File: src/rtl/native_bus_pkg.sv
// Shared types and constants for the native memory bus arbiter.
package native_bus_pkg;

  typedef enum logic [1:0] {
    IDLE,
    BUSY,
    RESP
  } state_t;

  localparam int BUS_ADDR_W = 32;
  localparam int BUS_DATA_W = 32;

  // One native-bus request as presented by a master.
  typedef struct packed {
    logic [BUS_ADDR_W-1:0]   addr;
    logic [BUS_DATA_W-1:0]   wdata;
    logic [BUS_DATA_W/8-1:0] wstrb;
  } bus_req_t;

  // Read data handed back when the slave never answers.
  localparam logic [31:0] TIMEOUT_DATA_DEFAULT = 32'hDEAD_BEEF;

endpackage

File: src/rtl/bus_timeout_counter.sv
// Wait-cycle counter for an outstanding slave access. expired is high
// during the TIMEOUT-th enabled cycle, so the owner can terminate on it.
module bus_timeout_counter #(
  parameter int TIMEOUT = 255
) (
  input  logic clk,
  input  logic rst_n,
  input  logic clr,
  input  logic en,
  output logic expired
);

  localparam logic [15:0] LAST = 16'(TIMEOUT - 1);

  logic [15:0] count;

  // Count enabled cycles; cleared by reset or whenever no access is pending.
  always_ff @(posedge clk) begin
    if (!rst_n || clr) begin
      count <= '0;
    end else if (en) begin
      count <= count + 16'd1;
    end
  end

  assign expired = en && (count == LAST);

endmodule

File: src/rtl/native_bus_arbiter.sv
// Two-master round-robin arbiter for the native memory bus. The grant is
// held for the whole transaction and a watchdog terminates accesses the
// slave never acknowledges.
module native_bus_arbiter
  import native_bus_pkg::*;
#(
  parameter int                 ADDR_W       = 32,
  parameter int                 DATA_W       = 32,
  parameter int                 TIMEOUT      = 255,
  parameter logic [DATA_W-1:0]  TIMEOUT_DATA = DATA_W'(TIMEOUT_DATA_DEFAULT)
) (
  input  logic                sys_clk_i,
  input  logic                rst_n,
  input  logic                m0_valid,
  input  logic [ADDR_W-1:0]   m0_addr,
  input  logic [DATA_W-1:0]   m0_wdata,
  input  logic [DATA_W/8-1:0] m0_wstrb,
  output logic                m0_ready,
  output logic [DATA_W-1:0]   m0_rdata,
  input  logic                m1_valid,
  input  logic [ADDR_W-1:0]   m1_addr,
  input  logic [DATA_W-1:0]   m1_wdata,
  input  logic [DATA_W/8-1:0] m1_wstrb,
  output logic                m1_ready,
  output logic [DATA_W-1:0]   m1_rdata,
  output logic                s_valid,
  output logic [ADDR_W-1:0]   s_addr,
  output logic [DATA_W-1:0]   s_wdata,
  output logic [DATA_W/8-1:0] s_wstrb,
  input  logic                s_ready,
  input  logic [DATA_W-1:0]   s_rdata,
  output logic                grant_o,
  output logic                timeout_o,
  output logic [7:0]          timeout_cnt_o
);

  state_t            state;
  logic              last_grant;
  logic              pick;
  logic              expired;
  logic [DATA_W-1:0] resp_data;

  bus_timeout_counter #(
    .TIMEOUT (TIMEOUT)
  ) u_timeout (
    .clk     (sys_clk_i),
    .rst_n   (rst_n),
    .clr     (state != BUSY),
    .en      (state == BUSY),
    .expired (expired)
  );

  // Choose the master to serve: a lone requester wins, on contention the
  // one that was not served last wins.
  always_comb begin
    pick = 1'b0;
    if (m0_valid && m1_valid) begin
      pick = ~last_grant;
    end else if (m1_valid) begin
      pick = 1'b1;
    end
    resp_data = s_ready ? s_rdata : TIMEOUT_DATA;
  end

  // Transaction FSM with all bus-facing outputs registered.
  always_ff @(posedge sys_clk_i) begin
    if (!rst_n) begin
      state         <= IDLE;
      last_grant    <= 1'b1;
      grant_o       <= 1'b0;
      s_valid       <= 1'b0;
      s_addr        <= '0;
      s_wdata       <= '0;
      s_wstrb       <= '0;
      m0_ready      <= 1'b0;
      m0_rdata      <= '0;
      m1_ready      <= 1'b0;
      m1_rdata      <= '0;
      timeout_o     <= 1'b0;
      timeout_cnt_o <= '0;
    end else begin
      // Response strobes and data live for the single RESP cycle only.
      m0_ready  <= 1'b0;
      m0_rdata  <= '0;
      m1_ready  <= 1'b0;
      m1_rdata  <= '0;
      timeout_o <= 1'b0;
      case (state)
        IDLE: begin
          if (m0_valid || m1_valid) begin
            grant_o <= pick;
            s_valid <= 1'b1;
            s_addr  <= pick ? m1_addr  : m0_addr;
            s_wdata <= pick ? m1_wdata : m0_wdata;
            s_wstrb <= pick ? m1_wstrb : m0_wstrb;
            state   <= BUSY;
          end
        end
        BUSY: begin
          // An acknowledge on the expiry cycle still counts as a completion.
          if (s_ready || expired) begin
            s_valid <= 1'b0;
            state   <= RESP;
            if (grant_o) begin
              m1_ready <= 1'b1;
              m1_rdata <= resp_data;
            end else begin
              m0_ready <= 1'b1;
              m0_rdata <= resp_data;
            end
            if (!s_ready) begin
              timeout_o <= 1'b1;
              if (timeout_cnt_o != 8'hFF) begin
                timeout_cnt_o <= timeout_cnt_o + 8'd1;
              end
            end
          end
        end
        RESP: begin
          last_grant <= grant_o;
          state      <= IDLE;
        end
        default: state <= IDLE;
      endcase
    end
  end

endmodule

File: config.mk
export PLATFORM = sky130hd
export DESIGN_NAME = native_bus_arbiter
export DESIGN_NICKNAME = d
export VERILOG_FILES = /design/src/rtl/native_bus_pkg.sv /design/src/rtl/bus_timeout_counter.sv /design/src/rtl/native_bus_arbiter.sv
export SDC_FILE = /design/constraint.sdc
export NUM_CORES = 1
export LEC_CHECK = 0
export ABC_AREA = 1
export ABC_CLOCK_PERIOD_IN_PS = 3900
export BUFFER_PORTS_ARGS = -buffer_cell sky130_fd_sc_hd__clkbuf_2
export CELL_PAD_IN_SITES_DETAIL_PLACEMENT = 2
export CELL_PAD_IN_SITES_GLOBAL_PLACEMENT = 2
export CORE_MARGIN = 1
export CORE_UTILIZATION = 26
export DETAILED_ROUTE_END_ITERATION = 10
export PLACE_DENSITY = 0.94
export SYNTH_ARGS = -nofsm -noshare
export SYNTH_HDL_FRONTEND = slang
export SYNTH_SLANG_ARGS = --single-unit
export TNS_END_PERCENT = 1
File: constraint.sdc
create_clock -name sys_clk_i -period 3.9 [get_ports sys_clk_i]
set_input_delay 0.195 -clock sys_clk_i [delete_from_list [all_inputs] [get_ports sys_clk_i]]
set_output_delay 0.195 -clock sys_clk_i [all_outputs]
set_load 0.005 [all_outputs]
==> results.md, run 1 <==
### Worst setup path
• **Most common cell on crit path** nand2_1
• **Critical Path End** s_addr[11]
• **critical register-to-register path startpoint** last_grant
• **class of the most critical setup path** flip-flop to flip-flop
• **worst-case register-to-register setup slack** 1.50 ns
• **capturing element type of the critical path** flip-flop
• **worst stage delay on the critical path** 0.64 ns
• **cells along the critical path** nand2_1 -> nand2_2 -> inv_2 -> buf_4 -> nand2_1 -> a31oi_1 -> dlygate4sd3_1
• **depth of the worst register-to-register path** 7
• **Worst EP arrival** 2.77 ns
• **top fanout value on the critical path** 49
• **slowest CP cell** inv_2
• **endpoint of the lowest-slack register-to-register path** s_addr[11]
• **worst setup path startpoint** last_grant
• **Req. time, crit path** 4.27 ns
• **category of the worst setup path launch point** flip-flop

### Yosys
• **top-area cell type share of the netlist area** 52.5%
• **most area-hungry cell type in the Yosys netlist** dfxtp_1
• **Warnings, synthesis** 0
• **post-synthesis cell area** 0.00625 sq mm
• **Mapped Avg Cell Area** 7.92 sq um
• **synthesized flop and latch total** 164
• **number of cells produced by synthesis** 789
• **synth top area cells** dfxtp_1, nand2_1, a31oi_1, o21ai_0, a21oi_1
• **Cell variety after synth** 28
• **share of synthesized area occupied by flip-flops and latches** 52.5%
• **number of nets in the synthesized netlist** 965

### STA
• **final hold vios** 0
• **final max-slew violation count** 0
• **Hold WS** 0.0219 ns
• **highest achievable clock rate** 417 MHz
• **tightest slew margin relative to the limit** 39.1%
• **final sum of negative setup slack** 0 ns
• **ratio of final minimum period to clock period** 61.5%
• **post-route clock skew** 0.0170 ns
• **post-route minimum period** 2.40 ns
• **transition time of the tightest slew-check pin** 0.914 ns
• **Final WS setup** 1.50 ns
• **final-report setup violation count** 0
• **unrepaired setup endpoints after global routing** false

### Layout
• **proportion of layout cells with a drive suffix above 1** 33.0%
• **Ant. Diodes** 0
• **post-route cell area** 0.00907 sq mm
• **area overhead of the layout relative to synthesis** 45.1%
• **Layout fillers** 2,766
• **Final nets** 1,299
• **final non-filler cell total** 1,455

### Routing
• **vias per cell** 4.75
• **# DRC** 0
• **overall routed net length** 27.5 mm
• **total via count in the routed design** 6,908
• **final routed wire length divided by cell count** 18.9 um
• **first-pass iteration count of the detailed router** 4
• **number of DRC violations after detailed-routing iteration 0** 174
• **antenna-violating nets left** 0

### Global routing
• **number of antenna violations at the first check in global routing** 0
• **GRT Residual Overflow** 0
• **via count of the first global-routing pass** 7,693
• **maximum number of pins on one net before global-route repair** 83
• **total track usage** 22.0%
• **wire length of the first global-routing pass** 41.5 mm

### Place
• **number of instances in the placed design** 1,381
• **post-detailed-placement half-perimeter wirelength** 18.2 mm
• **setup slack after placement** 1.98 ns
• **placer's final routability congestion estimate** 0.786
• **Port-buffer cells** 317
• **area after detailed placement** 0.00804 sq mm

### CTS
• **CTS Root Cell** clkbuf_16
• **post-CTS resize count** 0
• **TritonCTS clock tree** done
• **Sinks on Clock Net** 164
• **H-tree level count** 4
• **worst skew pair latency** 0.43 ns
• **Clock Tree Buf Depth** 2
• **clock buffers created by TritonCTS** 17
• **clock-pin transition on the worst setup and hold timing paths** 0.08 ns

### Power and ir drop
• **Static Leak** 4.35 nW
• **Max IR drop VDD** 0.000241 V
• **power per cell area** 462 mW/mm^2

### Job
• **Max Cap Violations** 0

### Status
• **run status** finished clean

### Min path
• **type of the tightest min-delay check** input pin to flip-flop

### Floorplanning
• **die area** 0.0247 sq mm
• **standard-cell rows** 56
• **Die Ht** 157 um
• **starting utilization of the core area** 26.5%
• **total I/O pin count** 318
• **width of the die** 157 um
• **area of the core** 0.0235 sq mm

==> flip-flops by register name, indices dropped and copies added, names as in the netlist, 2 cells and up <==
| register | cells |
|---|---|
| s_wstrb | 4 |
| m0_rdata | 32 |
| s_addr | 32 |
| m1_rdata | 32 |
| state | 2 |
| timeout_cnt_o | 8 |
| u_timeout.count | 16 |
| s_wdata | 32 |
==> per-stage QoR <==
step / total power [mW] / util [%]
after floorplan: 2.12 / -
after global placement: 2.39 / 34.2
after detailed placement: 2.42 / 34.2
after CTS: 4.21 / 38.4
after global routing: 4.38 / 38.5
final: 4.19 / 38.5
==> how the worst min path moves through the flow <==
stage | from | to | slack (ns) | cells past startpoint
3_3_place_gp | m0_addr[30] | s_addr[30] | 0.44 | 3
4_1_cts | m0_wdata[1] | s_wdata[1] | 0.0002 | 3
6_report | m1_addr[16] | s_addr[16] | 0.02 | 3
3_5_place_dp | s_rdata[20] | m0_rdata[20] | 0.45 | 3
5_1_grt | m0_addr[20] | s_addr[20] | 0.002 | 3
2_1_floorplan | s_rdata[14] | m0_rdata[14] | 0.35 | 2
==> layout make-up <==
| type | instances | area, sq um | share of cell area [%] |
|---|---|---|---|
| multi-input cells | 513 | 2480 | 27.4 |
| clock inverters | 15 | 176 | 1.95 |
| well taps | 319 | 399 | 4.40 |
| flip-flops and latches | 164 | 3280 | 36.2 |
| repair buffers | 365 | 2060 | 22.8 |
| clock buffers | 17 | 425 | 4.69 |
| inverters | 62 | 233 | 2.57 |
==> Yosys cell counts <==
cell type / instances
buf_6: 6
nand4_1: 4
nand3_1: 20
o311ai_0: 1
nand2_1: 205
nand3_2: 1
a21oi_1: 57
inv_1: 60
nor2_4: 1
a31oi_1: 68
nand3b_1: 2
buf_2: 19
inv_2: 1
nor2_1: 52
o21ai_0: 73
nand3_4: 2
xnor2_1: 3
dfxtp_1: 164
clkinv_1: 1
nor3_2: 2
nor2_2: 1
nand2_4: 1
a21oi_2: 7
nor3_1: 4
or2_2: 2
ha_1: 3
clkbuf_1: 25
xor2_1: 4
==> routing by layer <==
metal	vias to the layer above	routed length, um	global-route usage [%]
met5	-	0	0
met4	0	1120	11.2
met3	60	1910	6.58
met2	279	14000	39.8
met1	3299	10500	23.1
li1	3270	-	-
==> cell families (layout without fill, tap and decap cells) <==
logic type,count (synthesis),in the layout,share of synthesized area (%)
XOR/XNOR,7,7,0.981
adder cells (fa/ha/maj),3,3,0.601
buffers and inverters,112,459,7.83
AND/OR/NAND/NOR,297,297,19.7
AO/OA/AOI/OAI,206,206,18.3
flip-flops,164,164,52.5
==> power breakdown <==
group | leakage [nW] | internal, mW | switching (mW)
logic | 2.72 | 0.252 | 0.349
registers | 1.34 | 1.78 | 0.0638
clock network | 0.288 | 0.874 | 0.861
==> critical path: cells and delay by family, from the launching register on <==
kind / cells / cell delay (ns)
and+or+nand+nor: 3 / 0.21
buffers and inverters: 3 / 1.60
DFF: 1 / 0.32
AOI/OAI and AO/OA: 1 / 0.18
==> timing repair <==
action	CTS	global route
endpoints found under the hold margin	34	1
hold buffers	40	2
setup buffers	0	0
==> cell usage in the layout, fill, tap and decap left out, types with 2 or more instances in the layout <==
master / count
nand3_1: 20
inv_1: 60
a31oi_1: 68
clkinvlp_4: 2
xor2_1: 4
clkbuf_2: 317
nand3_4: 2
dfxtp_1: 164
nand4_1: 4
clkinv_8: 3
ha_1: 3
a21oi_2: 7
buf_4: 5
clkinv_4: 2
xnor2_1: 3
nor3_1: 4
nand3b_1: 2
nand2_1: 204
or2_2: 2
clkbuf_16: 17
dlygate4sd3_1: 42
nor2_1: 52
inv_2: 2
a21oi_1: 57
inv_8: 7
o21ai_0: 73
(Power assumes the default switching activity.)
==> inputs of run 2 (changes only) <==
- ABC_CLOCK_PERIOD_IN_PS: 3900 -> 2350
- CORE_UTILIZATION: 26 -> 24
- PLACE_DENSITY: 0.94 -> 0.89
- clock period: 3.9 -> 2.35 ns (I/O delays scaled with it)
==> results.md, run 2 (synthesized netlist as in run 1, its figures left out) <==
### Status
• **run status** finished clean

### STA
• **final hold vios** 0, unchanged
• **final-report setup violation count** 0, unchanged
• **post-route minimum period** 2.16 ns, -0.242 ns
• **tightest slew margin relative to the limit** 46.8%, +7.8 points
• **final sum of negative setup slack** 0 ns, unchanged
• **ratio of final minimum period to clock period** 91.9%, +30 points
• **highest achievable clock rate** 463 MHz, +11%
• **unrepaired setup endpoints after global routing** false
• **post-route clock skew** 0.0148 ns, -0.00217 ns
• **transition time of the tightest slew-check pin** 0.797 ns, -0.117 ns
• **final max-slew violation count** 0, unchanged

### Min path
• **worst hold path stage count** 4, +1
• **type of the tightest min-delay check** input pin to flip-flop

### Routing
• **number of DRC violations after detailed-routing iteration 0** 307, +76%
• **vias per cell** 4.73, -0.28%
• **# DRC** 0, unchanged
• **total via count in the routed design** 7,561, +9.5%
• **overall routed net length** 33.1 mm, +20%
• **final routed wire length divided by cell count** 20.7 um, +9.7%
• **first-pass iteration count of the detailed router** 4, unchanged
• **antenna-violating nets left** 0, unchanged

### CTS
• **CTS Root Cell** clkbuf_16
• **Clock Tree Buf Depth** 2, unchanged
• **H-tree level count** 4, unchanged
• **# Post-CTS Setup Buffers** 0, unchanged
• **clock buffers created by TritonCTS** 17, unchanged
• **clock-pin transition on the worst setup and hold timing paths** 0.07 ns, about the same
• **Sinks on Clock Net** 164, unchanged
• **worst skew pair latency** 0.44 ns, about the same
• **TritonCTS clock tree** done

### Place
• **post-detailed-placement half-perimeter wirelength** 17.9 mm, -1.8%
• **placer's final routability congestion estimate** 0.758, -3.6%
• **Port-buffer cells** 317, unchanged
• **number of instances in the placed design** 1,393, +0.87%

### Global routing
• **number of antenna violations at the first check in global routing** 2, +2
• **total track usage** 24.6%, +2.6 points
• **wire length of the first global-routing pass** 50.1 mm, +21%
• **maximum number of pins on one net before global-route repair** 113, +36%
• **via count of the first global-routing pass** 8,684, +13%
• **GRT Residual Overflow** 0, unchanged

### Layout
• **area occupied by registers** 0.00328 sq mm, unchanged
• **Final nets** 1,426, +9.8%
• **Layout fillers** 2,820, +2.0%
• **proportion of layout cells with a drive suffix above 1** 29.8%, -3.2 points
• **leading cell type in the layout, fill and taps excluded** clkbuf_2
• **commonest cells after routing, fill and taps aside** clkbuf_2, nand2_1, dlygate4sd3_1, dfxtp_1, o21ai_0
• **area overhead of the layout relative to synthesis** 66.6%
• **multi-input combinational cell area** 0.00248 sq mm, unchanged
• **final non-filler cell total** 1,597, +9.8%

### Worst setup path
• **top fanout value on the critical path** 112, +130%
• **Worst EP arrival** 2.52 ns, -0.25 ns
• **depth of the worst register-to-register path** 5, -2
• **kind of cell adding the most delay to the critical path** buffers and inverters
• **capturing element type of the critical path** flip-flop
• **cells along the critical path** nor3_4 -> buf_12 -> o21ai_0 -> a31oi_1 -> dlygate4sd3_1
• **category of the worst setup path launch point** flip-flop
• **number of buffer and inverter instances along the worst setup path** 2, -1
• **slowest CP cell** dlygate4sd3_1
• **Req. time, crit path** 2.71 ns, -1.56 ns
• **worst stage delay on the critical path** 0.62 ns, -0.02 ns
• **Levels on crit path** 5, -2
• **class of the most critical setup path** flip-flop to flip-flop

### Floorplanning
• **starting utilization of the core area** 24.7%, -1.9 points
• **width of the die** 163 um, +4.0%
• **standard-cell rows** 58, +3.6%
• **die area** 0.0267 sq mm, +8.2%
• **area of the core** 0.0253 sq mm, +7.6%
• **total I/O pin count** 318, unchanged
• **Die Ht** 163 um, +4.0%

### Power and ir drop
• **Static Leak** 5.00 nW, +15%
• **Max IR drop VDD** 0.000421 V, +74%
• **power per cell area** 709 mW/mm^2, +54%

### Job
• **Max Cap Violations** 0, unchanged

[run 2: changes by cell type in the layout (fill, tap and decap cells not counted), sizes merged]
cell / previous run / this run
buf: 6 / 7
dlygate4sd3: 42 / 168
diode: 0 / 4
clkinv: 5 / 7
clkinvlp: 2 / 0
[run 2: timing repair]
| action | CTS | global route |
|---|---|---|
| setup endpoints to repair | 0 | 2 |
| hold endpoints to repair | 132 | 0 |
| resized for setup | 0 | 1 |
| hold buffers | 168 | 0 |
[run 2: through the flow]
stage / cell area (sq um) / power, mW / hold slack [ns] / setup slack, ns / util, %
finish: 10400 / 7.38 / 0.0885 / 0.191 / 41.1
CTS: 10400 / 7.33 / 0.0701 / 0.251 / 41.0
detailed placement: 8090 / 4.02 / 0.372 / 0.423 / 31.9
global route: 10400 / 7.66 / 0.102 / 0.122 / 41.1
global placement: 8090 / 3.98 / 0.359 / 0.632 / 31.9
floorplan: 6250 / 3.52 / 0.268 / 0.907 / -
[run 2: final cells by class]
type,instances,area share (%)
clock inverters,15,1.91
inverters,62,2.24
multi-input cells,513,23.9
diodes,4,0.0962
repair buffers,492,32.3
flip-flops and latches,164,31.5
well taps,330,3.97
clock buffers,17,4.09
[run 2: report_power, final]
group	internal [mW]	total (mW)	leakage, nW	switching [mW]
registers	2.96	3.09	1.34	0.128
logic	0.651	1.33	3.36	0.683
clock network	1.47	2.95	0.301	1.48
[run 2: path summary, 6_finish.rpt]
path,to,slack [ns],start
max,s_addr[3],0.19,state[0]
min,timeout_cnt_o[7],0.09,s_ready
max reg2reg,s_addr[3],0.19,state[0]
min reg2reg,s_valid,0.50,s_valid
[run 2: tightest hold or removal path, delay by kind of cell]
family,cells,cell delay (ns)
AO/OA/AOI/OAI,2,0.14
buffers and inverters,1,0.12
AND/OR/NAND/NOR,1,0.09
[run 2: layer usage]
metal  vias up  wire (um)  GRT usage (%)
met3        57       2100           6.65
met5         -          0              0
met2       283      17400           45.9
li1       3524          -              -
met1      3697      12800           26.3
met4         0        778           8.71
